## config.mk

```make
export PLATFORM = sky130hd
export DESIGN_NAME = lcd_bus_rx
export DESIGN_NICKNAME = d
export VERILOG_FILES = /design/src/rtl/lcd_bus_rx.sv
export SDC_FILE = /design/constraint.sdc
export NUM_CORES = 1
export LEC_CHECK = 0
export BUFFER_PORTS_ARGS = -buffer_cell sky130_fd_sc_hd__buf_2
export CAP_MARGIN = 20
export CORE_MARGIN = 1
export CORE_UTILIZATION = 55
export DETAILED_ROUTE_END_ITERATION = 10
export PLACE_DENSITY = 0.84
export SYNTH_ARGS = -nofsm -noshare
export SYNTH_HDL_FRONTEND = slang
export SYNTH_SLANG_ARGS = --single-unit
```

## constraint.sdc

```tcl
create_clock -name clk_i -period 2.6 [get_ports clk_i]
set_input_delay 0.13 -clock clk_i [delete_from_list [all_inputs] [get_ports clk_i]]
set_output_delay 0.13 -clock clk_i [all_outputs]
set_load 0.01 [all_outputs]
```

## src/rtl/lcd_bus_rx.sv

```systemverilog
// LCD-side receiver for an HD44780-style 8-bit parallel bus: synchronises rs/en/data,
// qualifies each strobe's setup and width, and queues {rs,data} words behind ready/valid.
module lcd_bus_rx #(
  parameter int SYNC_STAGES     = 2,
  parameter int EN_MIN_HIGH_CYC = 23,
  parameter int SETUP_MIN_CYC   = 4,
  parameter int FIFO_DEPTH      = 4
) (
  input  logic       clk_i,
  input  logic       rst_n_i,
  input  logic       rs_i,
  input  logic       en_i,
  input  logic [7:0] lcd_data_i,
  output logic [8:0] data_o,
  output logic       data_valid_o,
  input  logic       device_ready_i,
  output logic       timing_err_o,
  output logic       overflow_o
);

  localparam int SW = $clog2(SETUP_MIN_CYC + 1);
  localparam int HW = $clog2(EN_MIN_HIGH_CYC + 1);
  localparam int AW = $clog2(FIFO_DEPTH);
  localparam logic [SW-1:0] SETUP_LIM = SW'(SETUP_MIN_CYC);
  localparam logic [HW-1:0] HIGH_LIM  = HW'(EN_MIN_HIGH_CYC);
  localparam logic [AW:0]   FULL_CNT  = (AW + 1)'(FIFO_DEPTH);

  typedef enum logic [1:0] {
    S_WAIT_LOW,
    S_IDLE,
    S_STROBE
  } state_t;

  logic [SYNC_STAGES-1:0]      en_sync_q, en_sync_d;
  logic [SYNC_STAGES-1:0][8:0] bus_sync_q, bus_sync_d;
  logic                        en_s;
  logic [8:0]                  bus_s;
  logic [SW-1:0]               stab_cnt_q, stab_cnt_d;

  state_t        state_q, state_d;
  logic          bad_q, bad_d;
  logic [HW-1:0] hi_cnt_q, hi_cnt_d;
  logic [8:0]    lat_q, lat_d;
  logic          push_q, push_d;
  logic [8:0]    push_word_q, push_word_d;
  logic          terr_q, terr_d;

  logic [8:0]    mem_q [FIFO_DEPTH];
  logic [AW-1:0] wr_ptr_q, wr_ptr_d;
  logic [AW-1:0] rd_ptr_q, rd_ptr_d;
  logic [AW:0]   count_q, count_d;
  logic          overflow_q, overflow_d;
  logic          pop, full, wr_en;

  // Synchroniser chains; stability is judged by comparing the last two stages, so
  // stab_cnt equals the number of cycles bus_s has already held its current value.
  always_comb begin
    en_sync_d  = {en_sync_q[SYNC_STAGES-2:0], en_i};
    bus_sync_d = {bus_sync_q[SYNC_STAGES-2:0], {rs_i, lcd_data_i}};
    en_s       = en_sync_q[SYNC_STAGES-1];
    bus_s      = bus_sync_q[SYNC_STAGES-1];
    stab_cnt_d = stab_cnt_q;
    if (bus_sync_q[SYNC_STAGES-2] != bus_s) begin
      stab_cnt_d = '0;
    end else if (stab_cnt_q != SETUP_LIM) begin
      stab_cnt_d = stab_cnt_q + 1'b1;
    end
  end

  always_comb begin
    state_d     = state_q;
    bad_d       = bad_q;
    hi_cnt_d    = hi_cnt_q;
    lat_d       = lat_q;
    push_d      = 1'b0;
    push_word_d = push_word_q;
    terr_d      = 1'b0;
    case (state_q)
      S_WAIT_LOW: begin
        if (!en_s) state_d = S_IDLE;
      end
      S_IDLE: begin
        if (en_s) begin
          state_d  = S_STROBE;
          bad_d    = (stab_cnt_q < SETUP_LIM);
          hi_cnt_d = HW'(1);
          lat_d    = bus_s;
        end
      end
      S_STROBE: begin
        if (en_s) begin
          bad_d = bad_q | (bus_s != lat_q);
          if (hi_cnt_q != HIGH_LIM) hi_cnt_d = hi_cnt_q + 1'b1;
        end else begin
          state_d = S_IDLE;
          if (bad_q || (hi_cnt_q < HIGH_LIM)) begin
            terr_d = 1'b1;
          end else begin
            push_d      = 1'b1;
            push_word_d = lat_q;
          end
        end
      end
      default: state_d = S_WAIT_LOW;
    endcase
  end

  // A push into a full FIFO still lands if the head leaves in the same cycle.
  always_comb begin
    pop        = (count_q != '0) && device_ready_i;
    full       = (count_q == FULL_CNT);
    wr_en      = push_q && (!full || pop);
    wr_ptr_d   = wr_en ? wr_ptr_q + 1'b1 : wr_ptr_q;
    rd_ptr_d   = pop ? rd_ptr_q + 1'b1 : rd_ptr_q;
    overflow_d = overflow_q | (push_q && full && !pop);
    count_d    = count_q;
    case ({wr_en, pop})
      2'b10:   count_d = count_q + 1'b1;
      2'b01:   count_d = count_q - 1'b1;
      default: count_d = count_q;
    endcase
  end

  always_ff @(posedge clk_i or negedge rst_n_i) begin
    if (!rst_n_i) begin
      en_sync_q   <= '1;
      bus_sync_q  <= '0;
      stab_cnt_q  <= '0;
      state_q     <= S_WAIT_LOW;
      bad_q       <= 1'b0;
      hi_cnt_q    <= '0;
      lat_q       <= '0;
      push_q      <= 1'b0;
      push_word_q <= '0;
      terr_q      <= 1'b0;
      wr_ptr_q    <= '0;
      rd_ptr_q    <= '0;
      count_q     <= '0;
      overflow_q  <= 1'b0;
    end else begin
      en_sync_q   <= en_sync_d;
      bus_sync_q  <= bus_sync_d;
      stab_cnt_q  <= stab_cnt_d;
      state_q     <= state_d;
      bad_q       <= bad_d;
      hi_cnt_q    <= hi_cnt_d;
      lat_q       <= lat_d;
      push_q      <= push_d;
      push_word_q <= push_word_d;
      terr_q      <= terr_d;
      wr_ptr_q    <= wr_ptr_d;
      rd_ptr_q    <= rd_ptr_d;
      count_q     <= count_d;
      overflow_q  <= overflow_d;
    end
  end

  always_ff @(posedge clk_i) begin
    if (wr_en) mem_q[wr_ptr_q] <= push_word_q;
  end

  always_comb begin
    data_valid_o = (count_q != '0);
    data_o       = data_valid_o ? mem_q[rd_ptr_q] : 9'h000;
    timing_err_o = terr_q;
    overflow_o   = overflow_q;
  end

endmodule

```

=== Word-level counts from Yosys, hierarchy flattened ===
Memories as Yosys holds them, arrays and structs flattened.
Index checks and enable logic that the tools add are counted.

* Latch bits: 0
* Output and inout bits: 12
* Logic and storage cells: 82
* Memories: 1
* Bits in read-only memories: 0
* RAM bits: 36
* Register bits: 59
* Bits of input ports: 13

* Reduce and logical (&&, ||, !) cells: 19
* Div/mod/pow operators: 0
* Add/subtract/negate cells: 6
* Mux-type cells: 22
* Bitwise operators: 4
* Multipliers: 0
* Magnitude comparators: 2
* Shifts and indexed selects: 0
* Eq/ne operators: 13

{| class="wikitable"
|+ Memory list
! memory !! words !! bits a word !! read ports !! clocked after memory_dff !! wr ports !! RTL line !! source
|-
| mem_q || 4 || 9 || 1 || 0 || 1 || 48 || <nowiki>logic [8:0] mem_q [FIFO_DEPTH];</nowiki>
|}

{| class="wikitable"
|+ Operator list
! cell !! count
|-
| $ne A9 B9 Y1 || 2
|-
| $mux W5 || 3
|-
| $mux W1 || 10
|-
| $pmux W5 S2 || 1
|-
| $mux W9 || 1
|-
| $ne A2 B2 Y1 const B || 4
|-
| $add A3 B1 Y3 const B || 2
|-
| $mux W3 || 2
|-
| $pmux W3 S2 || 1
|-
| $reduce_and A3 Y1 || 2
|-
| $reduce_bool A2 Y1 || 3
|-
| $add A5 B1 Y5 const B || 1
|-
| $lt A5 B5 Y1 const B || 1
|-
| $ne A5 B5 Y1 const B || 1
|-
| $add A2 B1 Y2 const B || 2
|-
| $eq A2 B1 Y1 const B || 2
|-
| $eq A2 B2 Y1 const B || 2
|-
| $logic_and A1 B1 Y1 || 4
|-
| $mux W2 || 2
|-
| $pmux W2 S2 || 1
|-
| $reduce_and A2 Y1 || 2
|-
| $reduce_and A4 Y1 || 1
|-
| $eq A3 B3 Y1 const B || 1
|-
| $lt A3 B3 Y1 const B || 1
|-
| 10 further kinds || 14
|}

=== Longest topological paths before layout ===
Gate-level depths: netlist of run 1.

* Depth after elaboration: 6
* Gate-level depth with buffers: 8
* Depth with buffers taken out: 7

=== Least setup slack after synthesis of run 1 ===
No wires, ideal clock.

* Path kind: register to register
* Start point: reg count_q[1]
* End point: reg count_q[1]
* Path slack: 0.628 ns
* Required time: 2.523 ns
* Library setup time: 0.077 ns
* Arrival time: 1.895 ns
* Period minus slack after synthesis: 1.972 ns
* Stages on the path, launching flop included: 8
* Buffers on the path: 1
* Cells stage by stage: dfrtp_1 > or3_1 > clkbuf_1 > nand2_1 > fa_1 > a211oi_1 > o21ai_0 > a21oi_1

* Longest elaborated chain between the ends: 6
* Elaborated cells between the ends (all ways): 12
* Classes of those cells: add/sub: 2; eq/ne: 3; mux: 1; reduce/logical: 6

{| class="wikitable"
|+ Ends and longest elaborated chain
! element !! RTL line !! source
|-
| start, declared || 51 || <nowiki>logic [AW:0] count_q, count_d;</nowiki>
|-
| start signal, assigned || 153 || <nowiki>count_q <= count_d;</nowiki>
|-
| $reduce_bool A3 Y1 * || -- ||
|-
| net data_valid_o || 15 || <nowiki>output logic data_valid_o,</nowiki>
|-
| $logic_and A1 B1 Y1 * || 110 || <nowiki>pop = (count_q != '0) && device_ready_i;</nowiki>
|-
| $logic_or A1 B1 Y1 || 112 || <nowiki>wr_en = push_q && (!full || pop);</nowiki>
|-
| $logic_and A1 B1 Y1 || 112 ||
|-
| $eq A2 B1 Y1 or $eq A2 B2 Y1 (tied branches) || 117 || <nowiki>case ({wr_en, pop})</nowiki>
|-
| $pmux W3 S2 or $reduce_bool A2 Y1 (tied branches) || -- ||
|}

The timed path passes the listed nets; every way through them passes the cells marked *.
A chain may end at the register's enable or synchronous reset.

=== Worst setup path in the final report of run 1 ===
* Start point: reg rd_ptr_q[0]
* End point: out data_o[7]

* Longest elaborated chain between the ends: 2

{| class="wikitable"
|+ Ends and longest elaborated chain
! element !! RTL line !! source
|-
| start, declared || 50 || <nowiki>logic [AW-1:0] rd_ptr_q, rd_ptr_d;</nowiki>
|-
| start signal, assigned || 152 || <nowiki>rd_ptr_q <= rd_ptr_d;</nowiki>
|-
| $mem_v2 Z4 W9 || -- ||
|-
| $mux W9 || 164 || <nowiki>data_o = data_valid_o ? mem_q[rd_ptr_q] : 9'h000;</nowiki>
|-
| end, declared || 14 || <nowiki>output logic [8:0] data_o,</nowiki>
|}

No other way between the ends.

==> impl_metrics.env, run 1 <==
export IMPL_htree_levels=3
export IMPL_cts_tree="yes"
export IMPL_pwr_share_clk_pct=28.7
export IMPL_antenna_found_initial=0
export IMPL_p_seq_share_pct=50.2
export IMPL_yosysWarnings=0
export IMPL_path_clk_slew_ns=0.10
export IMPL_cts_sinks=95
export IMPL_ys_ff_latch=95
export IMPL_power_uw=3640
export IMPL_clock_path_buffers=2
export IMPL_grt_pass1_vias=2097
export IMPL_netSwitchingFraction_pct=28.1
export IMPL_placed_cells=371
export IMPL_p_int_uw=2620
export IMPL_drive_above_1_share_pct=25.2
export IMPL_synth_cells=256
export IMPL_p_comb_share_pct=21.1
export IMPL_core_sq_um=6790
export IMPL_critPathCaptureType="primary output"
export IMPL_ant_nets=0
export IMPL_yosysSeqAreaShare_pct=66.0
export IMPL_numCtsBuffers=9
export IMPL_via_count=2092
export IMPL_maxSlewHeadroom_pct=57.6
export IMPL_yosys_area_top_type="dfrtp_1"
export IMPL_fin_crit_ns=2.17
export IMPL_finalSetupTns_ns=0
export IMPL_firstDrtPassIters=4
export IMPL_grt_overflow=0
export IMPL_rsz0062_at_grt="no"
export IMPL_crit_fanout=11
export IMPL_synth_cell_type_count=42
export IMPL_synth_top_family_by_area="multiplexers"
export IMPL_synth_fa_ha_area_share_pct=2.77
export IMPL_std_cell_rows=30
export IMPL_avgSynthCellArea_sq_um=15.2
export IMPL_cp_data_required_time_ns=2.47
export IMPL_power_density_nw_per_um2=821
export IMPL_top_usage_layer="met2"
export IMPL_slew_viol_final=0
export IMPL_wire_per_inst_microns=14.8
export IMPL_die_w_microns=86.0
export IMPL_fin_worst_skew_ns=0.0128
export IMPL_fillers=491
export IMPL_dieArea_sq_um=7390
export IMPL_cp_start_kind="flop"
export IMPL_die_h_microns=86.0
export IMPL_gp_congestion=0.721
export IMPL_diodes=0
export IMPL_vdd_drop_max_v=0.000463
export IMPL_synth_flop_cell="dfrtp_1"
export IMPL_totalWireLength_microns=5900
export IMPL_critPathArrivalTime_ns=2.04
export IMPL_worst_skew_pair_late_latency_ns=0.37
export IMPL_async_reset_ff_share_pct=62.1
export IMPL_cts_root_buf="clkbuf_8"
export IMPL_hold_viol_final=0
export IMPL_synth_simple_gate_area_share_pct=8.32
export IMPL_synthMuxAreaShare_pct=11.3
export IMPL_synth_compound_area_share_pct=4.13
export IMPL_synthXorXnorAreaFrac_pct=5.84
export IMPL_synth_edf_count=36
export IMPL_slowest_delay_ns=0.76
export IMPL_grt_util_met2_pct=28.8
export IMPL_synth_top_area_share_pct=36.8
export IMPL_use_met3_pct=4.91
export IMPL_maxCapViolCount=0
export IMPL_hold_ws_ns=0.0779
export IMPL_status="completed"
export IMPL_fin_util_pct=65.2
export IMPL_grt_use_met1_pct=23.9
export IMPL_synth_nets=277
export IMPL_final_cell_count_no_fill=398
export IMPL_tightest_slew_ns=0.635
export IMPL_cp_slowest_cell="dfrtp_1"
export IMPL_critical_path_cell_chain="mux4_2, and2_1, buf_2"
export IMPL_io_buffers=24
export IMPL_switchingPower_uw=1020
export IMPL_setup_violations_final=0
export IMPL_path_class="reg2out"
export IMPL_dp_hpwl_microns=4030
export IMPL_grt_max_degree=41
export IMPL_synthesis_area_sq_um=3880
export IMPL_initial_core_util_pct=57.1
export IMPL_synth_area_leaders="dfrtp_1 (37%), edfxtp_1 (28%), mux2_2 (5.8%)"
export IMPL_vias_per_cell=5.26
export IMPL_io_pins=25
export IMPL_fmax_ghz=0.460
export IMPL_leakage_uw=0.00176
export IMPL_nets=318
export IMPL_drt_iter0_drc=122
export IMPL_post_route_period_util_pct=83.6
export IMPL_grt_usage_pct=18.3
export IMPL_min_path_type="in2reg"
export IMPL_drc=0
export IMPL_grt_pass1_wl_microns=10000
export IMPL_area_growth_pct=14.2
export IMPL_ctsResizeCount=0
[routing by layer]
layer | vias up | wire, microns
li1 | 997 | -
met1 | 1035 | 2670
met2 | 48 | 2860
met3 | 12 | 242
met4 | 0 | 123
met5 | - | 0
[cells in the final DEF, fill, tap and decap left out, drive strengths merged, types with 3 or more instances in the layout]
cell type	instances
dlygate4sd3	11
and2	16
nor3b	3
mux2	20
clkinv	3
dfrtp	57
o21a	3
nor2	7
mux4	9
nor3	3
xor2	18
a31oi	3
nor4	3
o21ai	6
edfxtp	36
xnor2	7
a21oi	7
inv	8
nand3	4
nand2	10
or3	3
ha	7
buf	26
clkbuf	9
[final timing paths]
kind	start	to	slack, ns	depth (start not counted)
min in group asynchronous	rst_n_i	hi_cnt_q[0]$_DFFE_PN0P_	0.26	2
worst min-delay path	device_ready_i	rd_ptr_q[0]$_DFFE_PN0N_	0.08	3
max in group asynchronous	rst_n_i	wr_ptr_q[0]$_DFFE_PN0P_	1.50	3
worst min register to register	en_sync_q[0]$_DFF_PN1_	en_sync_q[1]$_DFF_PN1_	0.36	0
worst max register to register	count_q[1]$_DFFE_PN0P_	count_q[1]$_DFFE_PN0P_	0.49	6
worst max-delay path	rd_ptr_q[0]$_DFFE_PN0N_	data_o[7]	0.43	3
[cells in the mapped netlist (all sizes together), types with 2 or more instances]
cell type and count:
and2 16, nor3 3, nor4 3, clkbuf 3, xnor2 7, mux4 9, nor3b 3, dfstp 2
o21a 3, or3 3, nand3 4, dfrtp 57, nor2b 2, edfxtp 36, buf 4, a31oi 3
o21ai 6, xor2 18, nand2 10, inv 8, mux2 20, nor2 7, ha 7, a21oi 7
[area by class of cell]
class | count | area, sq um | share of cell area [%]
clock inverters | 7 | 97.6 | 2.20
well taps | 96 | 120 | 2.71
flip-flops and latches | 95 | 2560 | 57.8
clock buffers | 9 | 124 | 2.80
repair buffers | 37 | 245 | 5.53
multi-input cells | 146 | 1250 | 28.3
inverters | 8 | 30.0 | 0.678
[cell families after synthesis]
kind of cell,after synthesis
buffers and inverters,15
AND/OR/NAND/NOR,58
XOR/XNOR,25
multiplexers,30
AO/OA/AOI/OAI,25
flip-flops,95
adder cells (fa/ha/maj),8
[registers in the layout (all words and copies together) (netlist names)]
signal and flops:
mem_q 36, stab_cnt_q 3, rd_ptr_q 2, state_q 2, push_word_q 9, bus_s 9
push_q 1, overflow_o 1, bus_sync_d 9, lat_q 9, wr_ptr_q 2, bad_q 1
en_sync_q 2, timing_err_o 1, count_q 3, hi_cnt_q 5
[power by group through the flow]
stage	registers [uW]	clock network (uW)	logic [uW]
after floorplan	1760	0	618
after global placement	1850	0	730
after detailed placement	1870	0	758
after CTS	1830	1070	775
after global routing	1850	1130	856
final	1830	1040	767
[worst max-delay path, delay by kind of cell (launching register included)]
family / cells / cell delay, ns
mux: 1 / 0.59
flops: 1 / 0.76
buf+inv: 1 / 0.14
simple gates: 1 / 0.18
[metrics by stage]
stage | instance area, sq um | setup WS, ns
after CTS | 4430 | 0.380
after global placement | 4100 | 0.659
final | 4430 | 0.425
after global routing | 4430 | 0.285
after floorplan | 3880 | 0.628
after detailed placement | 4100 | 0.496
[what timing repair did]
item	CTS	global route
buffers inserted	0	0
endpoints found under the hold margin	27	0
hold buffers	11	0
Note: power is estimated with default switching activity, not from simulation.
==> inputs of run 2 (changes only) <==
clock period = 2.1 ns   (was 2.6 ns; I/O delays follow)
==> impl_metrics.env, run 2 (synthesized netlist as in run 1, its figures left out) <==
export IMPL_cp_start_kind="flop"
export IMPL_path_class="reg2reg"
export IMPL_gp_congestion=0.736
export IMPL_placed_cells=374
export IMPL_vdd_drop_max_v=0.000549
export IMPL_min_path_type="in2reg"
export IMPL_die_h_microns=86.0
export IMPL_power_density_nw_per_um2=1020
export IMPL_hold_viol_final=0
export IMPL_cp_data_required_time_ns=2.39
export IMPL_largest_register="mem_q"
export IMPL_maxSlewHeadroom_pct=63.6
export IMPL_tightest_slew_ns=0.545
export IMPL_path_clk_slew_ns=0.09
export IMPL_critPathArrivalTime_ns=2.22
export IMPL_diodes=0
export IMPL_drive_above_1_share_pct=25.9
export IMPL_crit_fanout=5
export IMPL_critical_path_cell_chain="or3_1, nand2_1, fa_1, a211oi_1, o21ai_0, a21oi_1"
export IMPL_placed_area_sq_um=4120
export IMPL_status="completed"
export IMPL_std_cell_rows=30
export IMPL_maxCapViolCount=0
export IMPL_largest_reg_flops=36
export IMPL_io_pins=25
export IMPL_cts_tree="yes"
export IMPL_cts_root_buf="clkbuf_8"
export IMPL_nets=321
export IMPL_rsz0062_at_grt="no"
export IMPL_critPathCaptureType="flop"
export IMPL_final_cell_count_no_fill=401
export IMPL_htree_levels=3
export IMPL_fmax_ghz=0.519
export IMPL_die_w_microns=86.0
export IMPL_highest_layer="met4"
export IMPL_area_growth_pct=14.9
export IMPL_fin_util_pct=65.6
export IMPL_vias_per_cell=5.25
export IMPL_numCtsBuffers=9
export IMPL_postCtsSetupRepairBufs=0
export IMPL_initial_core_util_pct=57.1
export IMPL_final_common_cell="dfrtp_1"
export IMPL_met1_length_microns=2610
export IMPL_grt_overflow=0
export IMPL_grt_pass1_wl_microns=10000
export IMPL_leakage_uw=0.00177
export IMPL_ant_nets=0
export IMPL_setup_violations_final=0
export IMPL_met2WireLength_microns=3030
export IMPL_slew_viol_final=0
export IMPL_totalWireLength_microns=5970
export IMPL_slowest_delay_ns=0.44
export IMPL_fillers=444
export IMPL_hold_ws_ns=0.0660
export IMPL_io_buffers=24
export IMPL_layout_common_cells="dfrtp_1 (57), edfxtp_1 (36), buf_2 (24)"
export IMPL_worst_skew_pair_late_latency_ns=0.36
export IMPL_fin_area_sq_um=4460
export IMPL_critical_path_buf_inv_count=0
export IMPL_grt_max_degree=28
export IMPL_finalSetupTns_ns=0
export IMPL_grt_pass1_vias=2061
export IMPL_dp_hpwl_microns=4090
export IMPL_post_route_period_util_pct=91.8
export IMPL_firstDrtPassIters=4
export IMPL_dieArea_sq_um=7390
export IMPL_via_count=2107
export IMPL_core_sq_um=6790
export IMPL_cts_sinks=95
export IMPL_clock_path_buffers=2
export IMPL_cp_slowest_cell="or3_1"
export IMPL_fin_worst_skew_ns=0.00819
export IMPL_drt_iter0_drc=185
export IMPL_wl_met3_microns=225
export IMPL_antenna_found_initial=0
export IMPL_critical_path_top_delay_family="simple AND/OR/NAND/NOR gates"
export IMPL_seq_area_sq_um=2560
export IMPL_grt_usage_pct=18.5
export IMPL_wire_per_inst_microns=14.9
export IMPL_drc=0
export IMPL_fin_crit_ns=1.93
export IMPL_multi_input_area_sq_um=1260
==> run 2: cell type report <==
cell class / count / area share [%]
repair buffers: 40 / 6.01
well taps: 96 / 2.69
multi-input cells: 146 / 28.3
inverters: 8 / 0.674
flip-flops and latches: 95 / 57.4
clock buffers: 10 / 2.86
clock inverters: 6 / 2.02
==> run 2: stage by stage <==
stage	power, uW	worst slack, ns
after floorplan	2940	0.128
after global routing	4790	0.0130
after CTS	4580	0.0128
after global placement	3230	0.217
after detailed placement	3280	0.0275
final	4550	0.173
==> run 2: power breakdown <==
part | internal [uW] | leakage [uW] | total [uW] | switching (uW)
registers | 2040 | 0.00102 | 2210 | 164
logic | 559 | 0.000647 | 1040 | 482
clock network | 678 | 0.000109 | 1300 | 620
==> run 2: worst paths after layout <==
kind                       slack (ns)              startpoint  cells after the start                      end
max reg2reg                      0.17  count_q[1]$_DFFE_PN0P_                      6   count_q[1]$_DFFE_PN0P_
min                              0.07          device_ready_i                      3  rd_ptr_q[0]$_DFFE_PN0N_
max                              0.17  count_q[1]$_DFFE_PN0P_                      6   count_q[1]$_DFFE_PN0P_
min reg2reg                      0.36  en_sync_q[0]$_DFF_PN1_                      0   en_sync_q[1]$_DFF_PN1_
min in group asynchronous        0.21                 rst_n_i                      2   timing_err_o$_DFF_PN0_
max in group asynchronous        1.23                 rst_n_i                      3       bus_s[6]$_DFF_PN0_
==> run 2: what timing repair did <==
item | 4_1_cts | 5_1_grt
resized for setup | 0 | 2
hold endpoints to repair | 24 | 0
setup endpoints to repair | 0 | 1
hold buffers | 11 | 0
==> run 2: worst min-delay path, cell delays in order <==
cell     delay [ns]
buf_2          0.15
nand2_1        0.08
xnor2_1        0.06
==> run 2: routing by layer <==
layer / GRT usage (%) / up-vias
met1: 25.1 / 1053
met4: 8.64 / 0
li1: - / 1006
met5: 0 / -
met3: 4.72 / 6
met2: 28.5 / 42
==> inputs of run 3 (changes only) <==
CORE_ASPECT_RATIO = 1.5   (was unset)
CTS_BUF_LIST = sky130_fd_sc_hd__clkbuf_8   (was unset)
clock period = 2.2 ns   (was 2.1 ns; I/O delays follow)
==> impl_metrics.env, run 3 (synthesized netlist as in run 1, its figures left out) <==
export IMPL_htree_levels=3
export IMPL_hold_viol_final=0
export IMPL_core_sq_um=6850
export IMPL_fin_worst_skew_ns=0.00885
export IMPL_post_route_period_util_pct=88.7
export IMPL_drt_iter0_drc=63
export IMPL_violations="design-rule violations"
export IMPL_hold_path_depth=3
export IMPL_dp_hpwl_microns=3870
export IMPL_critPathCaptureType="flop"
export IMPL_status="complete, but fails checks"
export IMPL_slowest_delay_ns=0.48
export IMPL_initial_core_util_pct=56.6
export IMPL_final_common_cell="dfrtp_1"
export IMPL_reg2reg_depth=7
export IMPL_crit_fanout=8
export IMPL_worstReg2RegEnd="count_q[2]$_DFFE_PN0P_"
export IMPL_critical_path_buf_inv_count=0
export IMPL_diodes=0
export IMPL_vias_per_cell=5.43
export IMPL_pwr_share_clk_pct=26.4
export IMPL_fillers=492
export IMPL_largest_register="mem_q"
export IMPL_cts_sinks=95
export IMPL_totalWireLength_microns=5530
export IMPL_ant_nets=0
export IMPL_grt_pass1_wl_microns=9620
export IMPL_die_w_microns=70.6
export IMPL_fmax_ghz=0.512
export IMPL_io_buffers=24
export IMPL_fin_crit_ns=1.95
export IMPL_io_pins=25
export IMPL_largest_reg_flops=36
export IMPL_layout_common_cells="dfrtp_1 (57), edfxtp_1 (36), buf_2 (24)"
export IMPL_p_comb_share_pct=23.4
export IMPL_grt_overflow=0
export IMPL_antenna_found_initial=0
export IMPL_critical_path_cell_chain="nor2b_2, nand2_1, fa_1, nor3b_1, a21oi_1, a32oi_1, o21ai_0"
export IMPL_cp_slowest_cell="dfrtp_1"
export IMPL_setup_violations_final=0
export IMPL_hold_path_endpoint="rd_ptr_q[0]$_DFFE_PN0N_"
export IMPL_via_count=2081
export IMPL_hold_ws_ns=0.0641
export IMPL_finalSetupTns_ns=0
export IMPL_netSwitchingFraction_pct=30.1
export IMPL_critPathArrivalTime_ns=2.18
export IMPL_fin_area_sq_um=4410
export IMPL_drc=2
export IMPL_area_growth_pct=13.6
export IMPL_grt_max_degree=25
export IMPL_p_int_uw=2930
export IMPL_leakage_uw=0.00176
export IMPL_power_uw=4190
export IMPL_fin_util_pct=64.4
export IMPL_std_cell_rows=37
export IMPL_cts_tree="yes"
export IMPL_vdd_drop_max_v=0.000510
export IMPL_grt_usage_pct=17.1
export IMPL_postCtsSetupRepairBufs=0
export IMPL_cts_root_buf="clkbuf_8"
export IMPL_tightest_slew_ns=0.548
export IMPL_numCtsBuffers=9
export IMPL_multi_input_area_sq_um=1260
export IMPL_clock_path_buffers=2
export IMPL_gp_congestion=0.770
export IMPL_r2r_slack_ns=0.25
export IMPL_placed_area_sq_um=4100
export IMPL_power_density_nw_per_um2=951
export IMPL_switchingPower_uw=1260
export IMPL_seq_area_sq_um=2560
export IMPL_maxCapViolCount=0
export IMPL_r2r_start="push_q$_DFF_PN0_"
export IMPL_min_from="device_ready_i"
export IMPL_cp_start_kind="flop"
export IMPL_dieArea_sq_um=7400
export IMPL_path_clk_slew_ns=0.10
export IMPL_rsz0062_at_grt="no"
export IMPL_die_h_microns=105
export IMPL_firstDrtPassIters=7
export IMPL_drive_above_1_share_pct=26.2
export IMPL_maxSlewHeadroom_pct=63.4
export IMPL_critical_path_top_delay_family="simple AND/OR/NAND/NOR gates"
export IMPL_p_seq_share_pct=50.2
export IMPL_min_path_type="in2reg"
export IMPL_worst_skew_pair_late_latency_ns=0.36
export IMPL_slew_viol_final=0
export IMPL_path_class="reg2reg"
export IMPL_nets=321
export IMPL_cp_data_required_time_ns=2.43
export IMPL_wire_per_inst_microns=14.4
export IMPL_grt_pass1_vias=2130
-- run 3: worst max path at each step --
stage / end / slack, ns / from / cells after the start
floorplan: count_q[1]$_DFFE_PN0P_ / 0.23 / count_q[1]$_DFFE_PN0P_ / 7
global placement: count_q[2]$_DFFE_PN0P_ / 0.31 / push_q$_DFF_PN0_ / 7
detailed placement: count_q[2]$_DFFE_PN0P_ / 0.20 / push_q$_DFF_PN0_ / 7
CTS: count_q[2]$_DFFE_PN0P_ / 0.18 / push_q$_DFF_PN0_ / 7
global route: count_q[2]$_DFFE_PN0P_ / 0.02 / push_q$_DFF_PN0_ / 7
finish: count_q[2]$_DFFE_PN0P_ / 0.25 / push_q$_DFF_PN0_ / 7
-- run 3: power groups by stage --
stage | sequential (uW) | clock [uW] | combinational (uW)
2_1_floorplan | 2080 | 0 | 731
3_3_place_gp | 2140 | 0 | 959
3_5_place_dp | 2140 | 0 | 980
4_1_cts | 2110 | 1130 | 997
5_1_grt | 2130 | 1200 | 1100
6_report | 2100 | 1110 | 982
-- run 3: final cells by class --
cell class                      instances  area share [%]
Clock buffer                            9            2.81
Sequential cell                        95            58.1
Multi-Input combinational cell        146            28.5
Tap cell                               78            2.21
Clock inverter                          7            1.65
Timing Repair Buffer                   40            6.07
Inverter                                8           0.681
-- run 3: metal layers --
| metal | share of wire, % | track usage (%) | vias to the layer above |
|---|---|---|---|
| met3 | 2.9 | 3.38 | 6 |
| met1 | 42 | 20.1 | 1028 |
| met2 | 53 | 29.3 | 38 |
| met4 | 1.9 | 9.29 | 0 |
| met5 | 0 | 0 | - |
| li1 | - | - | 1009 |
-- run 3: worst register-to-register path, delay by kind of cell (launching register included) --
family / cells / cell delay, ns
adders and majority gates: 1 / 0.42
AOI/OAI and AO/OA: 3 / 0.33
and+or+nand+nor: 3 / 0.60
DFF: 1 / 0.48
-- run 3: stage by stage --
stage,std cells,setup slack [ns]
2_1_floorplan,256,0.228
3_3_place_gp,356,0.307
3_5_place_dp,356,0.197
4_1_cts,383,0.184
5_1_grt,383,0.0210
6_report,383,0.248
-- run 3: timing repair --
action,CTS,global route
hold buffers,11,0
gates resized for setup,0,1
endpoints found under the hold margin,25,0
setup endpoints to repair,0,1
